### src/rtl/riscv_pkg.sv
// Shared RV32I encoding definitions: major opcodes, instruction formats and the
// canonical NOP used when a descriptor cannot be encoded.
package riscv_pkg;

    localparam logic [6:0] OP_IMM = 7'b0010011;
    localparam logic [6:0] LOAD   = 7'b0000011;
    localparam logic [6:0] JALR   = 7'b1100111;
    localparam logic [6:0] STORE  = 7'b0100011;
    localparam logic [6:0] BRANCH = 7'b1100011;
    localparam logic [6:0] JAL    = 7'b1101111;
    localparam logic [6:0] LUI    = 7'b0110111;
    localparam logic [6:0] AUIPC  = 7'b0010111;
    localparam logic [6:0] OP     = 7'b0110011;

    localparam logic [31:0] NOP = 32'h0000_0013;

    typedef enum logic [2:0] {
        FMT_R,
        FMT_I,
        FMT_S,
        FMT_B,
        FMT_J,
        FMT_U,
        FMT_BAD
    } fmt_e;

    function automatic fmt_e opcode_fmt(input logic [6:0] opcode);
        fmt_e f;
        case (opcode)
            OP_IMM, LOAD, JALR: f = FMT_I;
            STORE:              f = FMT_S;
            BRANCH:             f = FMT_B;
            JAL:                f = FMT_J;
            LUI, AUIPC:         f = FMT_U;
            OP:                 f = FMT_R;
            default:            f = FMT_BAD;
        endcase
        return f;
    endfunction

endpackage

### src/rtl/imm_encoder.sv
// Combinational immediate placement: checks that the immediate fits the format
// and scatters its bits into their instruction positions (all other bits zero).
module imm_encoder
    import riscv_pkg::*;
(
    input  fmt_e        fmt,
    input  logic [31:0] imm,
    output logic        legal,
    output logic [31:0] bits
);

    // A field of width N+1 holds the value iff every bit above it equals the sign.
    logic fits_12;
    logic fits_13;
    logic fits_21;

    assign fits_12 = (&imm[31:11]) || !(|imm[31:11]);
    assign fits_13 = (&imm[31:12]) || !(|imm[31:12]);
    assign fits_21 = (&imm[31:20]) || !(|imm[31:20]);

    always_comb begin
        legal = 1'b0;
        bits  = 32'b0;
        case (fmt)
            FMT_R: begin
                legal = 1'b1;
                bits  = 32'b0;
            end
            FMT_I: begin
                legal = fits_12;
                bits  = {imm[11:0], 20'b0};
            end
            FMT_S: begin
                legal = fits_12;
                bits  = {imm[11:5], 13'b0, imm[4:0], 7'b0};
            end
            FMT_B: begin
                legal = fits_13 && !imm[0];
                bits  = {imm[12], imm[10:5], 13'b0, imm[4:1], imm[11], 7'b0};
            end
            FMT_J: begin
                legal = fits_21 && !imm[0];
                bits  = {imm[20], imm[10:1], imm[11], imm[19:12], 12'b0};
            end
            FMT_U: begin
                legal = !(|imm[11:0]);
                bits  = {imm[31:12], 12'b0};
            end
            default: begin
                legal = 1'b0;
                bits  = 32'b0;
            end
        endcase
    end

endmodule

### src/rtl/instr_encoder.sv
// Streaming RV32I assembler: turns field-level descriptors into 32-bit words
// with sequential write addresses through a single registered output stage.
module instr_encoder
    import riscv_pkg::*;
#(
    parameter int          ADDR_W    = 32,
    parameter logic [31:0] BASE_ADDR = 32'h0000_0000
) (
    input  logic              clk,
    input  logic              rst,
    input  logic              addr_clr,
    input  logic              in_valid,
    output logic              in_ready,
    input  logic [6:0]        in_opcode,
    input  logic [4:0]        in_rd,
    input  logic [4:0]        in_rs1,
    input  logic [4:0]        in_rs2,
    input  logic [2:0]        in_funct3,
    input  logic [6:0]        in_funct7,
    input  logic [31:0]       in_imm,
    output logic              out_valid,
    input  logic              out_ready,
    output logic [31:0]       out_instr,
    output logic [ADDR_W-1:0] out_addr,
    output logic              out_err,
    output logic [7:0]        err_count
);

    localparam logic [ADDR_W-1:0] ADDR_BASE = ADDR_W'(BASE_ADDR);
    localparam logic [ADDR_W-1:0] ADDR_STEP = ADDR_W'(4);

    fmt_e              fmt;
    logic              imm_legal;
    logic [31:0]       imm_bits;
    logic [31:0]       word;
    logic              accept;
    logic [ADDR_W-1:0] addr_cnt;

    assign fmt = opcode_fmt(in_opcode);

    imm_encoder u_imm (
        .fmt   (fmt),
        .imm   (in_imm),
        .legal (imm_legal),
        .bits  (imm_bits)
    );

    always_comb begin
        word = NOP;
        case (fmt)
            FMT_R:        word = {in_funct7, in_rs2, in_rs1, in_funct3, in_rd, in_opcode};
            FMT_I:        word = imm_bits | {12'b0, in_rs1, in_funct3, in_rd, in_opcode};
            FMT_S, FMT_B: word = imm_bits | {7'b0, in_rs2, in_rs1, in_funct3, 5'b0, in_opcode};
            FMT_J, FMT_U: word = imm_bits | {20'b0, in_rd, in_opcode};
            default:      word = NOP;
        endcase
        if (!imm_legal) begin
            word = NOP;
        end
    end

    // Handshake: a transfer happens on an edge where valid && ready. The output
    // register may reload in the same cycle its word is taken, so a full stream
    // flows without bubbles; a stalled word stays frozen until out_ready.
    assign in_ready = !rst && !addr_clr && (!out_valid || out_ready);
    assign accept   = in_valid && in_ready;

    always_ff @(posedge clk) begin
        if (rst) begin
            out_valid <= 1'b0;
            out_instr <= 32'b0;
            out_addr  <= '0;
            out_err   <= 1'b0;
            err_count <= 8'd0;
            addr_cnt  <= ADDR_BASE;
        end else begin
            if (addr_clr) begin
                addr_cnt <= ADDR_BASE;
            end else if (accept) begin
                addr_cnt <= addr_cnt + ADDR_STEP;
            end

            if (accept) begin
                out_valid <= 1'b1;
                out_instr <= word;
                out_addr  <= addr_cnt;
                out_err   <= !imm_legal;
                if (!imm_legal && err_count != 8'd255) begin
                    err_count <= err_count + 8'd1;
                end
            end else if (out_ready) begin
                out_valid <= 1'b0;
            end
        end
    end

endmodule
### config.mk
export PLATFORM = sky130hd
export DESIGN_NAME = instr_encoder
export DESIGN_NICKNAME = d
export VERILOG_FILES = /design/src/rtl/riscv_pkg.sv /design/src/rtl/imm_encoder.sv /design/src/rtl/instr_encoder.sv
export SDC_FILE = /design/constraint.sdc
export NUM_CORES = 1
export LEC_CHECK = 0
export ABC_AREA = 1
export CAP_MARGIN = 20
export CORE_ASPECT_RATIO = 1.2
export CORE_MARGIN = 2
export CORE_UTILIZATION = 45
export CTS_CLUSTER_SIZE = 28
export DETAILED_ROUTE_END_ITERATION = 7
export GPL_TIMING_DRIVEN = 1
export PLACE_DENSITY = 0.75
export SLEW_MARGIN = 40
export SYNTH_ARGS = -nofsm -noshare
export SYNTH_HDL_FRONTEND = slang
export SYNTH_SLANG_ARGS = --single-unit
### constraint.sdc
create_clock -name clk -period 1.95 [get_ports clk]
set_input_delay 0.4875 -clock clk [delete_from_list [all_inputs] [get_ports clk]]
set_output_delay 0.4875 -clock clk [all_outputs]
set_load 0.01 [all_outputs]
Word level (Yosys, flattened, before mapping)
Cells that the tools add are included.
W data, S select, Z words.
{ "op_classes": {"n_eq_ne": 15, "div_mod_pow": 0, "n_bitwise": 3, "n_addsub": 2, "muxes": 7, "shift": 0, "magnitude_cmp": 0, "n_reduce_logical": 35, "multipliers": 0} }
{ "ops": {"columns": ["cell", "count"], "rows": [
  ["$pmux W32 S5", 1],
  ["$pmux W32 S4", 1],
  ["$add A32 B3 Y32 const B", 1],
  ["$mux W32", 1],
  ["$or A32 B12 Y32", 1],
  ["$or A32 B20 Y32", 1],
  ["$or A32 B25 Y32", 1],
  ["$reduce_or A12 Y1", 2],
  ["$eq A7 B6 Y1 const B", 3],
  ["$eq A7 B7 Y1 const B", 3],
  ["$reduce_and A21 Y1", 1],
  ["$reduce_or A21 Y1", 1],
  ["$reduce_and A20 Y1", 1],
  ["$reduce_or A20 Y1", 1],
  ["$pmux W3 S6", 1],
  ["$eq A7 B5 Y1 const B", 2],
  ["$reduce_and A12 Y1", 1],
  ["$reduce_or A2 Y1", 5],
  ["$logic_not A1 Y1", 9],
  ["$add A8 B1 Y8 const B", 1],
  ["$ne A8 B8 Y1 const B", 1],
  ["$eq A7 B2 Y1 const B", 1],
  ["$eq A3 B2 Y1 const B", 2],
  ["$eq A3 B3 Y1 const B", 2],
  ["other kinds (9)", 18]
]} }
{ "totals": {"n_memories": 0, "elab_cells": 68, "rom_bits": 0, "regBits": 106, "out_inout_bits": 75, "latchBits": 0, "mem_bits_rw": 0} }

Depth between registers and ports, before layout
Gate-level depths: netlist of the first run.
{ "depth": {"ltp_word": 9, "mapped_depth": 13} }

Cells and area by module
A second synthesis of the first run with hierarchy kept.
{ "hier_totals": {"hier_cells": 968, "area_unflattened_um2": 6012.0} }
{ "by_module_without_submodules": {"columns": ["module", "cells_per_inst", "seq_area_each_um2", "area_each_um2", "n_inst"], "rows": [
  ["instr_encoder", 807, 2042.0, 5308.8, 1],
  ["imm_encoder", 161, 0.0, 703.2, 1]
]} }

Least setup slack after synthesis of the first run
Ideal clock, no wire load.
{ "synth_timing": {"kind": "input to output", "startpoint": "input addr_clr", "endpoint": "output in_ready", "slack_ns": 0.213, "required_time_ns": 1.462, "stages": 4, "arrival_time_ns": 1.249, "path_buffers": 1, "cell_sequence": "nor2_4 > clkinv_1 > clkbuf_1 > a21oi_1"} }
{ "synth_between": {"elab_chain_cells": 3} }
{ "synth_rtl": {"columns": ["element", "line_no", "source"], "rows": [
  ["start: declaration", "instr_encoder.sv:11", "input logic addr_clr,"],
  ["$logic_not A1 Y1", "instr_encoder.sv:65", "assign in_ready = !rst && !addr_clr && (!out_valid || out_ready);"],
  ["$logic_and A1 B1 Y1 (2 in series)", "instr_encoder.sv:65", null],
  ["end: declaration", "instr_encoder.sv:13", "output logic in_ready,"]
]} }
No other way between the ends.

Worst setup path after layout of the first run
{ "layout_timing": {"startpoint": "input in_imm[11]", "endpoint": "register out_instr[21]"} }
{ "layout_between": {"elab_chain_cells": 5, "elab_cells_between_ends": 8} }
{ "layout_rtl": {"columns": ["element", "line_no", "source"], "rows": [
  ["start: declaration", "instr_encoder.sv:20", "input logic [31:0] in_imm,"],
  ["$reduce_or A21 Y1", "imm_encoder.sv:17", "assign fits_12 = (&imm[31:11]) || !(|imm[31:11]);"],
  ["$logic_not A1 Y1", "imm_encoder.sv:17", null],
  ["$logic_or A1 B1 Y1", "imm_encoder.sv:17", null],
  ["$pmux W1 S5 *", "imm_encoder.sv:24", "case (fmt)"],
  ["$mux W32 *", "instr_encoder.sv:57", "if (!imm_legal) begin"],
  ["end signal: assignment", "instr_encoder.sv:85", "out_instr <= word;"],
  ["end: declaration", "instr_encoder.sv:23", "output logic [31:0] out_instr,"]
]} }
Mark *: on every way between the ends. The rest lies on a longest branch, timed or not.
A chain may end at the register's enable or synchronous reset.

==> out/results.tsv, run 1 <==
stage	metric	value	unit
run_status	status	complete, no violations	
grt	grt_pass1_vias	5349	
detailed_routing	drt-pass1-iter-count	5	
pwr	ir_drop	0.000338	V
die	start_util	46.1	%
sta	final.setup_skew	11.1	ps
sta	timing.final.crit_period	1900	ps
sta	slew_violations	0	
grt	globalRoute.totalOverflow	0	
setup_path	worstPathArrival	2100	ps
sta	fmax	525	MHz
sta	period_share	97.6	%
pwr	pwr-share-clk	40.5	%
grt	grt_max_degree	56	
die	die_w	103	µm
synthesis	synth_async_sr_flop_share	0	%
synthesis	synth_common_cells	225 x nand2_1, 102 x dfxtp_1, 93 x a21oi_1, 69 x nor2_1, 60 x inv_1	
setup_path	cp-end-kind	flip-flop	
die	row_count	43	
pwr	seqPwrFrac	48.2	%
die	die_area	12700	µm²
layout	final_layout_size_suffix_gt1_share	16.1	%
synthesis	synth.area.top_cells	dfxtp_1 38%, nand2_1 16%, a21oi_1 8.7%, nand3_1 5.4%, nor2_1 4.9%	
clock_network	cts_made_buffers	9	
sta	worst_pin_slew	619	ps
layout	n_fill_cell	960	
clock_network	cts.reportedPaths.clkPinSlew	80	ps
place	gp_congestion	0.925	
die	die_h	123	µm
sta	setup_slack	46.8	ps
synthesis	syn_area_per_cell	6.76	µm²
detailed_routing	vias	5845	
layout	nets	1052	
layout	area_growth	49.2	%
setup_path	path_max_fanout	7	
sta	setup_viol	0	
clock_network	cts_sinks	102	
detailed_routing	drcViolationCount	0	
layout	stdcell_count	1144	
pwr	leakagePower	3.29	nW
clock_network	clk_latency	350	ps
pwr	swShare	25.7	%
detailed_routing	avgRoutedWirePerCell	14.3	µm
place	hpwlAfterDp	12.1	mm
layout	fin_util	68.8	%
pwr	p_comb_share	11.3	%
grt	antenna_found_initial	1	
sta	hold_viol	0	
pwr	p_sw	1.13	mW
synthesis	synth.yosys.seq_area_share	38.3	%
die	io_pins	144	
detailed_routing	drt_iter0_markers	325	
synthesis	synthFlopType	dfxtp_1	
sta	slew_headroom	58.7	%
pwr	p_per_area	550	nW/µm²
synthesis	synth_area_leader_cell	dfxtp_1	
min_path	holdCritPathClass	flip-flop to flip-flop	
synthesis	synth_warnings	0	
flow_run	cap_viol_max_count	0	
place	placed_cells	1116	
die	core_region_area	11600	µm²
synthesis	synthMostInstantiatedCell	nand2_1	
grt	grt_pass1_wl	25.4	mm
clock_network	root_buffer	clkbuf_16	
detailed_routing	wl	16.4	mm
detailed_routing	viasPerCell	5.11	
synthesis	synth_area	5340	µm²
setup_path	crit_required	2150	ps
clock_network	cts_hold_buf	0	
grt	grt_usage	25.4	%
clock_network	cts_tree	done	
synthesis	ys_types	40	
pwr	internal_power	3.25	mW
synthesis	synth_seq_cells	102	
synthesis	synth_edf_count	0	
synthesis	synth_top_area_share	38.3	%
clock_network	cts_htree_levels	3	
setup_path	crit_path_start_kind	input port	
place	port_buffers	141	
setup_path	crit_type	input port to flip-flop	
clock_network	cts_buffer_depth	2	
setup_path	r2r_slack	190	ps
detailed_routing	antenna_left	0	
place	dp_slack	-458	ps
synthesis	netlist_instances	789	
## layer usage
layer	share of wire, %	track usage (%)
met1	40	29.6
met2	52	45.6
met3	5.8	5.82
met4	1.8	7.65
met5	0	0
## logic make-up after synthesis
kind of cell	synth area share, %
and+or+nand+nor	35.0
other	0.0703
xor gates and xnor gates	3.61
buffers and inverters	8.25
adders and majority gates	0.469
AOI/OAI and AO/OA	14.4
DFF	38.3
## what timing repair did
action	4_1_cts	5_1_grt
pin swaps	3	28
setup endpoints to repair	32	54
buffers inserted	3	5
gates resized for setup	14	67
endpoints found under the hold margin	0	0
gates cloned	0	3
## registers in the layout (all words and copies together), names as in the netlist
register	count
addr_cnt	30
out_addr	30
out_instr	32
out_valid	1
err_count	8
out_err	1
## power groups by stage
stage	registers (mW)	clock network [mW]	logic (mW)
after floorplan	2.17	0	0.164
after global placement	2.16	0	0.470
after detailed placement	2.16	0	0.474
after CTS	2.11	1.79	0.481
after global routing	2.11	1.87	0.538
final	2.11	1.77	0.497
## cell type report
type / count / area, µm² / area share (%)
diodes: 1 / 2.50 / 0.0314
clock buffers: 9 / 225 / 2.83
clock inverters: 7 / 67.6 / 0.849
inverters: 63 / 238 / 2.99
multi-input cells: 588 / 3010 / 37.8
flip-flops and latches: 102 / 2040 / 25.7
well taps: 157 / 196 / 2.47
repair buffers: 217 / 2180 / 27.4
## worst max-delay path, cell delays in order
cell and delay, ps:
clkdlybuf4s50_1 450, inv_1 120, nor2_1 60, nand2_1 60, nor2_1 40, nand2_1 60, nand2_2 70, a21oi_4 280
nand2_8 130, clkbuf_16 180, nand3_1 80, a21oi_1 70
## placed cells by master (no fill, tap or decap), types with 4 or more instances in the layout
| cell | Yosys | routed |
|---|---|---|
| nand2_1 | 225 | 216 |
| clkdlybuf4s50_1 | 0 | 110 |
| dfxtp_1 | 102 | 101 |
| a21oi_1 | 93 | 88 |
| buf_4 | 4 | 63 |
| nor2_1 | 69 | 57 |
| nand3_1 | 58 | 55 |
| inv_1 | 60 | 55 |
| o21ai_0 | 37 | 37 |
| dlymetal6s2s_1 | 0 | 28 |
| nor3_1 | 24 | 24 |
| nand4_1 | 16 | 16 |
| nor2_2 | 2 | 12 |
| nand3_2 | 8 | 11 |
| xnor2_1 | 11 | 11 |
| xor2_1 | 11 | 11 |
| clkbuf_16 | 0 | 11 |
| nand2_2 | 2 | 10 |
| inv_2 | 2 | 7 |
| buf_12 | 0 | 7 |
| a21oi_2 | 0 | 5 |
| o21a_1 | 5 | 5 |
| nor2_4 | 3 | 5 |
| buf_6 | 4 | 4 |
## path summary, 6_finish.rpt
check	cells after the start	start	to
max	12	in_imm[11]	out_instr[21]
min	2	out_addr[20]	out_addr[20]
max reg2reg	6	addr_cnt[5]	addr_cnt[27]
min reg2reg	2	out_addr[20]	out_addr[20]
## stage by stage
stage	total power, mW	hold WS (ps)	setup TNS [ps]	area, µm²
2_1_floorplan	2.33	461	0	5340
3_3_place_gp	2.63	447	-21500	7320
3_5_place_dp	2.63	454	-25140	7320
4_1_cts	4.39	464	-10.4	7670
5_1_grt	4.53	483	-71.2	7960
6_report	4.38	464	0	7960
(Power assumes the default switching activity.)
==> run 2, diff against run 1 <==
--- a/config.mk
+++ b/config.mk
@@ -13,6 +13,7 @@
 export CTS_CLUSTER_SIZE = 28
 export DETAILED_ROUTE_END_ITERATION = 7
 export GPL_TIMING_DRIVEN = 1
+export HOLD_SLACK_MARGIN = 0.02
 export PLACE_DENSITY = 0.75
 export SLEW_MARGIN = 40
 export SYNTH_ARGS = -nofsm -noshare
==> results of run 2 <==
Same layout as run 1: the final DEF is identical, and so are final timing and power.
